--- src/rtl/dpwm_capture_if.sv ---
// Bundles the gate-pair inputs and measurement results of dpwm_capture.
// The capture block takes the slave view; the stimulus side takes master.
interface dpwm_capture_if #(
    parameter int WIDTH = 12
);
    logic             enable;
    logic             c1;
    logic             c2;
    logic [WIDTH-1:0] period;
    logic [WIDTH-1:0] ton1;
    logic [WIDTH-1:0] ton2;
    logic [WIDTH-1:0] dt1;
    logic [WIDTH-1:0] dt2;
    logic             meas_valid;
    logic             shoot_thru;
    logic             seq_err;
    logic             timeout;

    modport master (
        output enable, c1, c2,
        input  period, ton1, ton2, dt1, dt2, meas_valid, shoot_thru, seq_err, timeout
    );

    modport slave (
        input  enable, c1, c2,
        output period, ton1, ton2, dt1, dt2, meas_valid, shoot_thru, seq_err, timeout
    );
endinterface

--- src/rtl/dpwm_capture.sv ---
// Receive-side DPWM monitor: measures period, on-times and both dead times
// of a complementary gate pair and flags shoot-through, bad edge order and
// stalled phases. All five results are published together with meas_valid.
module dpwm_capture #(
    parameter int WIDTH       = 12,
    parameter int SYNC_STAGES = 2
) (
    input  logic              hf_clock,
    input  logic              reset_n,
    dpwm_capture_if.slave     cap
);

    typedef enum logic [2:0] {IDLE, ARM, C1H, DT2, C2H, DT1} state_t;

    localparam logic [WIDTH-1:0] ZERO = '0;
    localparam logic [WIDTH-1:0] ONE  = WIDTH'(1);
    localparam logic [WIDTH-1:0] MAX  = '1;

    logic c1s, c2s, c1d, c2d;
    logic c1_rise, c1_fall, c2_rise, c2_fall;
    logic [3:0] edges;

    state_t state, state_next;
    logic [WIDTH-1:0] phase_cnt, phase_next;
    logic [WIDTH-1:0] period_cnt, period_next;
    logic [WIDTH-1:0] ton1_hold, ton1_next;
    logic [WIDTH-1:0] dt2_hold, dt2_next;
    logic [WIDTH-1:0] ton2_hold, ton2_next;
    logic [WIDTH-1:0] res_ton2, res_dt1;
    logic load, bad_edge, set_timeout, shoot, measuring, sat;
    logic enable_d;

    logic [WIDTH-1:0] period_r, ton1_r, ton2_r, dt1_r, dt2_r;
    logic meas_valid_r, shoot_thru_r, seq_err_r, timeout_r;

    generate
        if (SYNC_STAGES > 0) begin : g_sync
            logic [SYNC_STAGES-1:0] c1_pipe, c2_pipe;

            // Resynchronize the gate pins into the hf_clock domain.
            always_ff @(posedge hf_clock) begin
                if (!reset_n) begin
                    c1_pipe <= '0;
                    c2_pipe <= '0;
                end else begin
                    c1_pipe[0] <= cap.c1;
                    c2_pipe[0] <= cap.c2;
                    for (int i = 1; i < SYNC_STAGES; i++) begin
                        c1_pipe[i] <= c1_pipe[i-1];
                        c2_pipe[i] <= c2_pipe[i-1];
                    end
                end
            end

            assign c1s = c1_pipe[SYNC_STAGES-1];
            assign c2s = c2_pipe[SYNC_STAGES-1];
        end else begin : g_direct
            assign c1s = cap.c1;
            assign c2s = cap.c2;
        end
    endgenerate

    // One-cycle delayed copies of the synchronized pins for edge detection.
    always_ff @(posedge hf_clock) begin
        if (!reset_n) begin
            c1d      <= 1'b0;
            c2d      <= 1'b0;
            enable_d <= 1'b0;
        end else begin
            c1d      <= c1s;
            c2d      <= c2s;
            enable_d <= cap.enable;
        end
    end

    assign c1_rise   = c1s & ~c1d;
    assign c1_fall   = ~c1s & c1d;
    assign c2_rise   = c2s & ~c2d;
    assign c2_fall   = ~c2s & c2d;
    assign edges     = {c1_rise, c1_fall, c2_rise, c2_fall};
    assign shoot     = cap.enable & c1s & c2s;
    assign measuring = (state == C1H) || (state == DT2) || (state == C2H) || (state == DT1);
    assign sat       = (phase_cnt == MAX) || (period_cnt == MAX);

    // Phase sequencing: each legal edge closes the current phase and the
    // edge cycle itself is counted as the first cycle of the next phase.
    always_comb begin
        state_next  = state;
        phase_next  = phase_cnt + ONE;
        period_next = period_cnt + ONE;
        ton1_next   = ton1_hold;
        dt2_next    = dt2_hold;
        ton2_next   = ton2_hold;
        res_ton2    = ton2_hold;
        res_dt1     = phase_cnt;
        load        = 1'b0;
        bad_edge    = 1'b0;
        set_timeout = 1'b0;
        if (!cap.enable) begin
            state_next  = IDLE;
            phase_next  = ZERO;
            period_next = ZERO;
        end else begin
            case (state)
                IDLE: begin
                    state_next  = ARM;
                    phase_next  = ZERO;
                    period_next = ZERO;
                end
                ARM: begin
                    phase_next  = ZERO;
                    period_next = ZERO;
                    if (c1_rise && !shoot) begin
                        state_next  = C1H;
                        phase_next  = ONE;
                        period_next = ONE;
                    end
                end
                C1H: begin
                    if (edges == 4'b0100) begin
                        state_next = DT2;
                        ton1_next  = phase_cnt;
                        phase_next = ONE;
                    end else if (edges == 4'b0110) begin
                        state_next = C2H;
                        ton1_next  = phase_cnt;
                        dt2_next   = ZERO;
                        phase_next = ONE;
                    end else if (edges != 4'b0000) begin
                        bad_edge = 1'b1;
                    end
                end
                DT2: begin
                    if (edges == 4'b0010) begin
                        state_next = C2H;
                        dt2_next   = phase_cnt;
                        phase_next = ONE;
                    end else if (edges != 4'b0000) begin
                        bad_edge = 1'b1;
                    end
                end
                C2H: begin
                    if (edges == 4'b0001) begin
                        state_next = DT1;
                        ton2_next  = phase_cnt;
                        phase_next = ONE;
                    end else if (edges == 4'b1001) begin
                        state_next  = C1H;
                        load        = 1'b1;
                        res_ton2    = phase_cnt;
                        res_dt1     = ZERO;
                        phase_next  = ONE;
                        period_next = ONE;
                    end else if (edges != 4'b0000) begin
                        bad_edge = 1'b1;
                    end
                end
                DT1: begin
                    if (edges == 4'b1000) begin
                        state_next  = C1H;
                        load        = 1'b1;
                        res_ton2    = ton2_hold;
                        res_dt1     = phase_cnt;
                        phase_next  = ONE;
                        period_next = ONE;
                    end else if (edges != 4'b0000) begin
                        bad_edge = 1'b1;
                    end
                end
                default: begin
                    state_next  = IDLE;
                    phase_next  = ZERO;
                    period_next = ZERO;
                end
            endcase
            if (measuring) begin
                set_timeout = sat;
                if (shoot || bad_edge || sat) begin
                    state_next  = ARM;
                    phase_next  = ZERO;
                    period_next = ZERO;
                    load        = 1'b0;
                end
            end
        end
    end

    // State, running counters and intermediate phase results.
    always_ff @(posedge hf_clock) begin
        if (!reset_n) begin
            state      <= IDLE;
            phase_cnt  <= ZERO;
            period_cnt <= ZERO;
            ton1_hold  <= ZERO;
            dt2_hold   <= ZERO;
            ton2_hold  <= ZERO;
        end else begin
            state      <= state_next;
            phase_cnt  <= phase_next;
            period_cnt <= period_next;
            ton1_hold  <= ton1_next;
            dt2_hold   <= dt2_next;
            ton2_hold  <= ton2_next;
        end
    end

    // Publish a complete period's results together, one cycle after closure.
    always_ff @(posedge hf_clock) begin
        if (!reset_n) begin
            meas_valid_r <= 1'b0;
            period_r     <= ZERO;
            ton1_r       <= ZERO;
            dt2_r        <= ZERO;
            ton2_r       <= ZERO;
            dt1_r        <= ZERO;
        end else begin
            meas_valid_r <= load;
            if (load) begin
                period_r <= period_cnt;
                ton1_r   <= ton1_hold;
                dt2_r    <= dt2_hold;
                ton2_r   <= res_ton2;
                dt1_r    <= res_dt1;
            end
        end
    end

    // Sticky fault flags, cleared when capture is switched off.
    always_ff @(posedge hf_clock) begin
        if (!reset_n) begin
            shoot_thru_r <= 1'b0;
            seq_err_r    <= 1'b0;
            timeout_r    <= 1'b0;
        end else if (enable_d && !cap.enable) begin
            shoot_thru_r <= 1'b0;
            seq_err_r    <= 1'b0;
            timeout_r    <= 1'b0;
        end else begin
            shoot_thru_r <= shoot_thru_r | shoot;
            seq_err_r    <= seq_err_r | bad_edge;
            timeout_r    <= timeout_r | set_timeout;
        end
    end

    assign cap.period     = period_r;
    assign cap.ton1       = ton1_r;
    assign cap.ton2       = ton2_r;
    assign cap.dt1        = dt1_r;
    assign cap.dt2        = dt2_r;
    assign cap.meas_valid = meas_valid_r;
    assign cap.shoot_thru = shoot_thru_r;
    assign cap.seq_err    = seq_err_r;
    assign cap.timeout    = timeout_r;

endmodule

--- src/flat_wrapper.sv ---
// flat-port wrapper written by rule: the top's interface ports become plain ports
module dpwm_capture_flat 
#(
    parameter int WIDTH       = 12,
    parameter int SYNC_STAGES = 2
)
  (hf_clock, reset_n, cap_enable, cap_c1, cap_c2, cap_period, cap_ton1, cap_ton2, cap_dt1, cap_dt2, cap_meas_valid, cap_shoot_thru, cap_seq_err, cap_timeout);
  dpwm_capture_if #(.WIDTH(WIDTH)) cap_i ();
  input  logic hf_clock;
  input  logic reset_n;
  input wire logic [$bits(cap_i.enable)-1:0] cap_enable;
  input wire logic [$bits(cap_i.c1)-1:0] cap_c1;
  input wire logic [$bits(cap_i.c2)-1:0] cap_c2;
  output wire logic [$bits(cap_i.period)-1:0] cap_period;
  output wire logic [$bits(cap_i.ton1)-1:0] cap_ton1;
  output wire logic [$bits(cap_i.ton2)-1:0] cap_ton2;
  output wire logic [$bits(cap_i.dt1)-1:0] cap_dt1;
  output wire logic [$bits(cap_i.dt2)-1:0] cap_dt2;
  output wire logic [$bits(cap_i.meas_valid)-1:0] cap_meas_valid;
  output wire logic [$bits(cap_i.shoot_thru)-1:0] cap_shoot_thru;
  output wire logic [$bits(cap_i.seq_err)-1:0] cap_seq_err;
  output wire logic [$bits(cap_i.timeout)-1:0] cap_timeout;
  assign cap_i.enable = cap_enable;
  assign cap_i.c1 = cap_c1;
  assign cap_i.c2 = cap_c2;
  assign cap_period = cap_i.period;
  assign cap_ton1 = cap_i.ton1;
  assign cap_ton2 = cap_i.ton2;
  assign cap_dt1 = cap_i.dt1;
  assign cap_dt2 = cap_i.dt2;
  assign cap_meas_valid = cap_i.meas_valid;
  assign cap_shoot_thru = cap_i.shoot_thru;
  assign cap_seq_err = cap_i.seq_err;
  assign cap_timeout = cap_i.timeout;
  dpwm_capture #(.WIDTH(WIDTH), .SYNC_STAGES(SYNC_STAGES)) u_core (.hf_clock(hf_clock), .reset_n(reset_n), .cap(cap_i));
endmodule
--- config.mk ---
export PLATFORM = sky130hd
export DESIGN_NAME = dpwm_capture_flat
export DESIGN_NICKNAME = d
export VERILOG_FILES = /design/src/rtl/dpwm_capture_if.sv /design/src/rtl/dpwm_capture.sv /design/src/flat_wrapper.sv
export SDC_FILE = /design/constraint.sdc
export NUM_CORES = 1
export LEC_CHECK = 0
export CAP_MARGIN = 0
export CORE_UTILIZATION = 55
export CTS_CLUSTER_DIAMETER = 200
export DETAILED_ROUTE_END_ITERATION = 12
export GPL_ROUTABILITY_DRIVEN = 0
export PLACE_DENSITY = 0.81
export SYNTH_ARGS = -nofsm -noshare
export SYNTH_HDL_FRONTEND = slang
export SYNTH_SLANG_ARGS = --single-unit
--- constraint.sdc ---
create_clock -name hf_clock -period 2.5 [get_ports hf_clock]
set_input_delay 0.5 -clock hf_clock [delete_from_list [all_inputs] [get_ports hf_clock]]
set_output_delay 0.5 -clock hf_clock [all_outputs]
set_load 0.02 [all_outputs]
==> run summary <==
Status = completed
Ys async rst share = 0%
Avg Cell Area, Syn = 8.83 um2
Crit path time final = 2.33 ns
RSZ-0062 raised after global routing = false
Setup-failing EPs final = 0
Synth Cell Area = 0.00567 mm2
Post-synth EDFFs = 0
Relative slew slack = 62.0%
Yosys warning total = 0
First-pass GRT wire length = 20.9 mm
Commonest non-fill, non-tap cell in the layout = dfxtp_1
TritonCTS clock tree = yes
Worst Path Arrival = 2.80 ns
Setup TNS = 0 ns
Flop and latch count out of synthesis = 134
CTS root buf = clkbuf_8
Final wirelength = 12.6 mm
Initial antenna violation count = 0
Floorplan die height = 104 um
Ports = 69
Clock Sinks = 134
Layout area overhead = 24.3%
Crit path capture = u_core.dt2_hold[4]$_SDFFE_PN0P_
F_max = 0.429 GHz
Port bufs = 68
CTS Hold Bufs = 0
Peak VDD IR = 0.000530 V
GRT overflow = 0
CP startpoint = u_core.g_sync.c2_pipe[1]$_SDFF_PN0_
Vias in the first global route = 4433
Dpl hpwl = 8.23 mm
Number of stages on the worst setup path = 8
HP Class = primary input to flip-flop
Antenna Cells = 0
Starting density of the core = 57.5%
RR Startpoint = u_core.g_sync.c2_pipe[1]$_SDFF_PN0_
1st-pass router iterations = 7
First DRT Iteration DRCs = 307
WP buf/inv = 2
Total CTS buffers = 17
Worst-path maximum fanout = 21
Nets = 713
R2r setup slk = 0.17 ns
Critical path cell sequence = inv_1 -> ha_1 -> or3b_1 -> a2111o_1 -> buf_4 -> nor2_1 -> a21oi_1 -> nor2b_1
Routed WL per cell = 14.9 um
Fin. Hold Viols = 0
Die Wd = 104 um
Vias = 4655
Critical R2R Capture = u_core.dt2_hold[4]$_SDFFE_PN0P_
Top Family by Delay on Critical Path = simple AND/OR/NAND/NOR gates
Resized cells post-CTS = 0
Clock Skew = 0.00890 ns
Remaining DRCs = 0
Top_reg_cell synth = dfxtp_1
CP Class = flip-flop to flip-flop
Syn Nets = 654
Max-cap check violation count = 0
Pwr dens = 656 mW/mm2
Final hold slack = 0.388 ns
Die Footprint = 0.0107 mm2
Antenna Nets Post-Route = 0
Crit. End Element = flip-flop
Max-slew violations = 0
Post-CTS setup buffers = 0
Most frequent cells in the layout = dfxtp_1, nand2_1, clkdlybuf4s50_1, nand3_1, nor2_1
Clock latency on the worst-skew pair = 0.53 ns
WP data required = 2.97 ns
Startpoint Class = flip-flop
Leakage = 0.00259 uW
Placeable Area = 0.00986 mm2
Via-per-instance ratio = 5.50
CP max stage delay = 0.45 ns
Site Rows = 36
Clock slew at reported path FFs = 0.06 ns
Slowest CP cell = a2111o_1
Period utilization = 93.1%
Htree depth = 4
Ratio of cells with drive above 1 in the final layout = 9.52%
Register area share after synthesis = 47.3%
GRT Util Overall = 24.4%
Largest net degree at the start of global routing = 110
Worst-Margin Slew = 0.569 ns
Yosys cell types = 49
Maximum root-to-sink buffer count = 2
Syn Inst Count = 642
Reg2reg path depth = 8
-- registers in the layout, summed over array words and instances (netlist names) --
name,count
u_core.ton2_hold,12
u_core.cap.dt1,12
u_core.c2d,1
u_core.cap.seq_err,1
u_core.g_sync.c2_pipe,2
u_core.cap.shoot_thru,1
u_core.dt2_hold,12
u_core.g_sync.c1_pipe,2
u_core.period_cnt,12
u_core.cap.ton2,12
u_core.phase_cnt,12
u_core.c1d,1
u_core.cap.timeout,1
u_core.cap.period,12
u_core.ton1_hold,12
u_core.state,3
u_core.cap.ton1,12
u_core.cap.dt2,12
u_core.enable_d,1
u_core.cap.meas_valid,1
-- metrics by stage --
stage               util [%]  cell area, um2  std cells  total power (uW)  setup WS (ns)
floorplan                  -            5670        642              2260          0.427
global placement        65.6            6470        815              2280          0.221
detailed placement      65.6            6470        815              2290          0.173
CTS                     71.4            7050        847              4650          0.184
global route            71.5            7050        847              4760         0.0428
finish                  71.5            7050        847              4620          0.171
-- per-layer routing --
metal	up-vias	global-route usage, %	part of all wire [%]
met5	-	0	0
li1	2314	-	-
met4	0	10.9	1.5
met1	2166	30.1	45
met3	20	7.17	4.8
met2	155	39.5	49
-- power by group --
part	internal, uW	switching (uW)
Combinational	33.9	59.2
Sequential	2140	7.67
Clock	1470	915
-- worst min-delay path by stage --
| stage | from | endpoint | slack, ns | cells after the start |
|---|---|---|---|---|
| after global routing | reset_n | u_core.cap.shoot_thru$_SDFF_PP0_ | 0.38 | 2 |
| after CTS | reset_n | u_core.cap.ton2[9]$_SDFFE_PN0P_ | 0.37 | 2 |
| after detailed placement | u_core.g_sync.c2_pipe[0]$_SDFF_PN0_ | u_core.g_sync.c2_pipe[1]$_SDFF_PN0_ | 0.42 | 1 |
| after global placement | u_core.g_sync.c1_pipe[0]$_SDFF_PN0_ | u_core.g_sync.c1_pipe[1]$_SDFF_PN0_ | 0.41 | 1 |
| after floorplan | u_core.g_sync.c1_pipe[0]$_SDFF_PN0_ | u_core.g_sync.c1_pipe[1]$_SDFF_PN0_ | 0.41 | 1 |
| final | reset_n | u_core.cap.ton2[3]$_SDFFE_PN0P_ | 0.39 | 2 |
-- cell usage after synthesis (all sizes together), types with 2 or more instances --
cell    instances  share of area [%]
a21boi          5               0.66
a32o            2               0.35
ha              7                1.5
xnor2           9                1.4
nor4            3               0.86
and2            8               0.88
nor3b           2               0.35
a21oi          20                1.8
o211a          12                2.1
mux2i          36                6.4
o21ai          56                5.0
and3b           2               0.31
clkbuf         23                1.5
xor2           13                2.0
a211oi          2               0.26
nor3            7               0.62
nor2b          36                4.0
nand2          92                6.1
inv            13               0.86
nor2           37                2.4
nand3          66                5.8
buf            29                3.2
nand4           4               0.44
and3            4               0.44
and4            6                1.1
dfxtp         134                 47
-- cell families after synthesis --
family / synth area share, %
compound gates: 11.7
xor+xnor: 3.40
fa+ha+maj: 1.54
buf+inv: 5.65
flops: 47.3
mux: 6.35
simple gates: 24.0
-- cell type report --
class,instances,area (um2)
Multi-Input combinational cell,443,2670
Sequential cell,134,2680
Inverter,13,48.8
Clock buffer,20,445
Timing Repair Buffer,92,908
Fill cell,710,2810
Tap cell,133,166
Clock inverter,12,126
Note: power is estimated with default switching activity, not from simulation.
==> RTL change 1, RTL diff (same settings) <==
`SYNC_STAGES` is set to 2 in 2 places; all go to 1.
--- a/src/rtl/dpwm_capture.sv
+++ b/src/rtl/dpwm_capture.sv
@@ -3,7 +3,7 @@
 // stalled phases. All five results are published together with meas_valid.
 module dpwm_capture #(
     parameter int WIDTH       = 12,
-    parameter int SYNC_STAGES = 2
+    parameter int SYNC_STAGES = 1
 ) (
     input  logic              hf_clock,
     input  logic              reset_n,
--- a/src/flat_wrapper.sv
+++ b/src/flat_wrapper.sv
@@ -2,7 +2,7 @@
 module dpwm_capture_flat 
 #(
     parameter int WIDTH       = 12,
-    parameter int SYNC_STAGES = 2
+    parameter int SYNC_STAGES = 1
 )
   (hf_clock, reset_n, cap_enable, cap_c1, cap_c2, cap_period, cap_ton1, cap_ton2, cap_dt1, cap_dt2, cap_meas_valid, cap_shoot_thru, cap_seq_err, cap_timeout);
   dpwm_capture_if #(.WIDTH(WIDTH)) cap_i ();
Check against the original RTL: not equivalent (Yosys sat finds a counterexample within 4 cycles, from zero or initial values and one cycle with reset_n low).
==> RTL change 1 against the original RTL <==
Sequential cell count shrank 2. Routed wire length increased by 10%. Count of clock-buffer cells in the layout stayed put. Sequential share of layout area decreased by 1.1 points. Total power is 2.3% higher. First-iteration DRC count up 58%. Area after synthesis up 0.95%. Cell area grew 1.6%. Highest routed layer unchanged. Worst hold slack improved by 0.057 ns. Largest cell class is now multi-input combinational cells. Critical endpoint is now u_core.period_cnt[0]. Utilization is 0.79 points higher. Non-clock buffer count increased by 1. Critical path depth decreased by 1. Clock skew is 0.0016 ns lower. Setup slack got worse by 0.029 ns.
==> RTL change 1: results (changes against the original RTL) <==
- Critical Path Fanout Max: 8 (-62%)
- Placed cells: 835 (+2.5%)
- Peak supply drop: 508 uV (-4.1%)
- DR pass1 iterations: 5 (-2)
- Final clock-cell share: 8.51% (+0.40 points)
- Num sequential: 132 (-1.5%)
- Vias: 5019 (+7.8%)
- Seq/Total Area, Yosys: 46.2% (-1.1 points)
- R2R depth: 7 (-1)
- Slowest CP cell: a2111oi_0
- Via density: 5.79 (+5.3%)
- First-pass GRT wire length: 23200 um (+11%)
- Fraction of area in registers: 36.9% (-1.1 points)
- Max_slew headroom: 62.1% (about the same)
- GR Layer Usage met3: 5.64% (-1.5 points)
- Signal buffers: 93 (+1.1%)
- Largest net degree at the start of global routing: 150 (+36%)
- Post-route cell area: 7160 um2 (+1.6%)
- Avg Cell Area, Syn: 8.63 um2 (-2.2%)
- Multi-In Gates: 465 (+5.0%)
- Hold path depth: 3 (+1)
- CP max stage delay: 0.54 ns (+0.09 ns)
- Total Routing Usage GR: 26.8% (+2.3 points)
- Post-place setup slack: 0.132 ns (-0.0413 ns)
- Fill cells: 708 (-0.28%)
- DRT iter0 DRCs: 485 (+58%)
- Leakage: 2.64 nW (+2.1%)
- Outcome: complete, no violations
- Synth top area cells: dfxtp_1 (46%), mux2i_1 (8.4%), nand2_1 (8.2%), o21ai_0 (5.2%), nand3_1 (3.6%)
- Vias in the first global route: 4788 (+8.0%)
- Nets: 733 (+2.8%)
- Dpl cell area: 6550 um2 (+1.2%)
- Grt met2 use: 42.7% (+3.1 points)
## RTL change 1: routing by layer
metal / wire length, um / vias up
met4: 376 / 0
met1: 6120 / 2376
met5: 0 / -
met3: 799 / 37
met2: 6620 / 205
li1: - / 2401
## RTL change 1: critical path: cells and delay by family (launching register included)
kind	cells	cell delay [ns]
and+or+nand+nor	1	0.11
DFF	1	0.33
AOI/OAI and AO/OA	4	1.30
adders and majority gates	1	0.42
buffers and inverters	1	0.05
## RTL change 1: power by group through the flow
stage	registers [W]	logic, W	clock network [W]
floorplan	0.00216	0.0000789	0
global placement	0.00216	0.0000990	0
detailed placement	0.00216	0.000101	0
CTS	0.00212	0.000102	0.00252
global route	0.00212	0.000114	0.00263
finish	0.00212	0.000105	0.00251
## RTL change 1: worst paths after layout
kind	start	to	slack [ns]
min	reset_n	u_core.state[2]	0.45
max	u_core.c2d	u_core.period_cnt[0]	0.14
min reg2reg	u_core.cap.timeout	u_core.cap.timeout	0.45
max reg2reg	u_core.c2d	u_core.period_cnt[0]	0.14
## RTL change 1: cell families (layout without fill, tap and decap cells)
| group | after synthesis | in the layout | synth area share [%] |
|---|---|---|---|
| buffers and inverters | 66 | 137 | 4.94 |
| AO/OA/AOI/OAI | 105 | 105 | 11.8 |
| XOR/XNOR | 21 | 21 | 3.21 |
| flip-flops | 132 | 132 | 46.2 |
| adder cells (fa/ha/maj) | 7 | 7 | 1.53 |
| AND/OR/NAND/NOR | 284 | 284 | 24.0 |
| multiplexers | 48 | 48 | 8.39 |
## RTL change 1: through the flow
stage	hold WS, ns	total power (W)
after detailed placement	0.442	0.00226
final	0.445	0.00473
after CTS	0.416	0.00474
after global placement	0.440	0.00226
after floorplan	0.437	0.00224
after global routing	0.466	0.00486
==> RTL change 2, RTL diff (config.mk and constraints unchanged) <==
Made on the original files. Encoding of `state_t`: now Gray code (3 bits for 6 states).
--- a/src/rtl/dpwm_capture.sv
+++ b/src/rtl/dpwm_capture.sv
@@ -10,7 +10,7 @@
     dpwm_capture_if.slave     cap
 );
 
-    typedef enum logic [2:0] {IDLE, ARM, C1H, DT2, C2H, DT1} state_t;
+    typedef enum logic [2:0] {IDLE = 3'b000, ARM = 3'b001, C1H = 3'b011, DT2 = 3'b010, C2H = 3'b110, DT1 = 3'b111} state_t;
 
     localparam logic [WIDTH-1:0] ZERO = '0;
     localparam logic [WIDTH-1:0] ONE  = WIDTH'(1);
Behaviour: no difference found for any inputs over 4 cycles, from zero or initial values and one cycle with reset_n low; so few cycles prove little.
==> RTL change 2 against the original RTL <==
Routed wire length grew 1.1%. Total power shrank 0.30%. Sequential cell count is the same. Critical path depth grew 1. Cell area grew 1.1%. Synthesized cell count shrank 6.2%. Setup slack lost 0.092 ns. Area after synthesis grew 0.40%. Via count shrank 5.5%. Critical path type unchanged. Largest cell class is now multi-input combinational cells.
==> RTL change 2: results (changes against the original RTL) <==
- Most frequent cells after synthesis: dfxtp_1 (134), mux2i_1 (60), nor2b_1 (60)
- CP max stage delay: 0.48 ns (+0.03 ns)
- Fill cells: 732 (+3.1%)
- Final min period: 2.42 ns (+0.0920 ns)
- Vias in the first global route: 4494 (+1.4%)
- Non-Filler Instances: 814 (-3.9%)
- Multi-input combinational area share: 38.7% (+0.78 points)
- DR WL met2: 6330 um (+2.3%)
- DR pass1 iterations: 4 (-3)
- Multi-In Gates: 412 (-7.0%)
- Fraction of area in registers: 37.7% (-0.38 points)
- Register area: 2680 um2 (about the same)
- First-pass GRT wire length: 21400 um (+2.3%)
- Signal buf overhead: 12.7% (-0.15 points)
- Leakage: 2.54 nW (-1.7%)
- Synth top area cells: dfxtp_1 (47%), mux2i_1 (11%), nor2b_1 (6.6%), nand2_1 (3.9%), nor2_1 (2.5%)
- Hold EP: u_core.enable_d
- H-tree Lvls: 4 (unchanged)
- Share of layout cells above drive strength 1: 9.54% (+0.021 points)
- Outcome: complete, no violations
- Met1 Usage GRT: 31.1% (+0.98 points)
- Skew final: 0.00774 ns (-0.00115 ns)
- Worst r2r dst: u_core.cap.dt1[5]
- Signal buffers: 91 (-1.1%)
- Critical path startpoint: u_core.g_sync.c1_pipe[1]
- Flop2flop setup slack: 0.08 ns (-0.09 ns)
- Clock buf count: 18 (-10%)
- Drt total wl: 12800 um (+1.1%)
- CP arrival: 2.87 ns (+0.07 ns)
- HPWL after detailed placement: 7980 um (-3.0%)
- Total Routing Usage GR: 24.6% (+0.13 points)
- Peak supply drop: 381 uV (-28%)
- GR Layer Usage met3: 4.09% (-3.1 points)
- DRT iter0 DRCs: 267 (-13%)
- Hold path depth: 3 (+1)
- Nets: 680 (-4.6%)
- Slowest CP cell: nor4_4
- Post-place setup slack: 0.0385 ns (-0.134 ns)
- Dpl cell area: 6480 um2 (+0.17%)
- Seq/Total Area, Yosys: 47.1% (-0.19 points)
- Slew @ Worst Pin: 0.478 ns (-0.0912 ns)
- Grt met2 use: 41.0% (+1.5 points)
- Avg Cell Area, Syn: 9.46 um2 (+7.1%)
- M1 WL: 5730 um (+1.2%)
- Routed wl met3: 552 um (-8.6%)
- Post-synth cell types: 43 (-12%)
- Inverter count: 12 (-1)
- Placed cells: 777 (-4.7%)
[RTL change 2: changes by cell type after synthesis, moves of 4 or more]
cell and change:
nand2_1 -33, buf_4 -11, nand3_1 -38, buf_6 +4, a21boi_0 +12, nor2b_1 +24, buf_2 -5, mux2i_1 +24
nand2b_1 +12, a21oi_1 -7, o21ai_1 -35, a21boi_1 +13
[RTL change 2: power breakdown]
group	switching, W	leakage [nW]	internal [W]
Combinational	0.0000450	1.19	0.0000413
Clock	0.000951	0.268	0.00142
Sequential	0.00000649	1.08	0.00214
Total	0.00100	2.54	0.00361
[RTL change 2: cells by family (layout without fill, tap and decap cells)]
family,count (synthesis),count (layout),synth area share (%)
adder cells (fa/ha/maj),7,7,1.54
AO/OA/AOI/OAI,89,89,11.0
flip-flops,134,134,47.1
buffers and inverters,56,135,4.70
multiplexers,60,60,10.5
XOR/XNOR,20,20,3.08
AND/OR/NAND/NOR,236,236,22.0
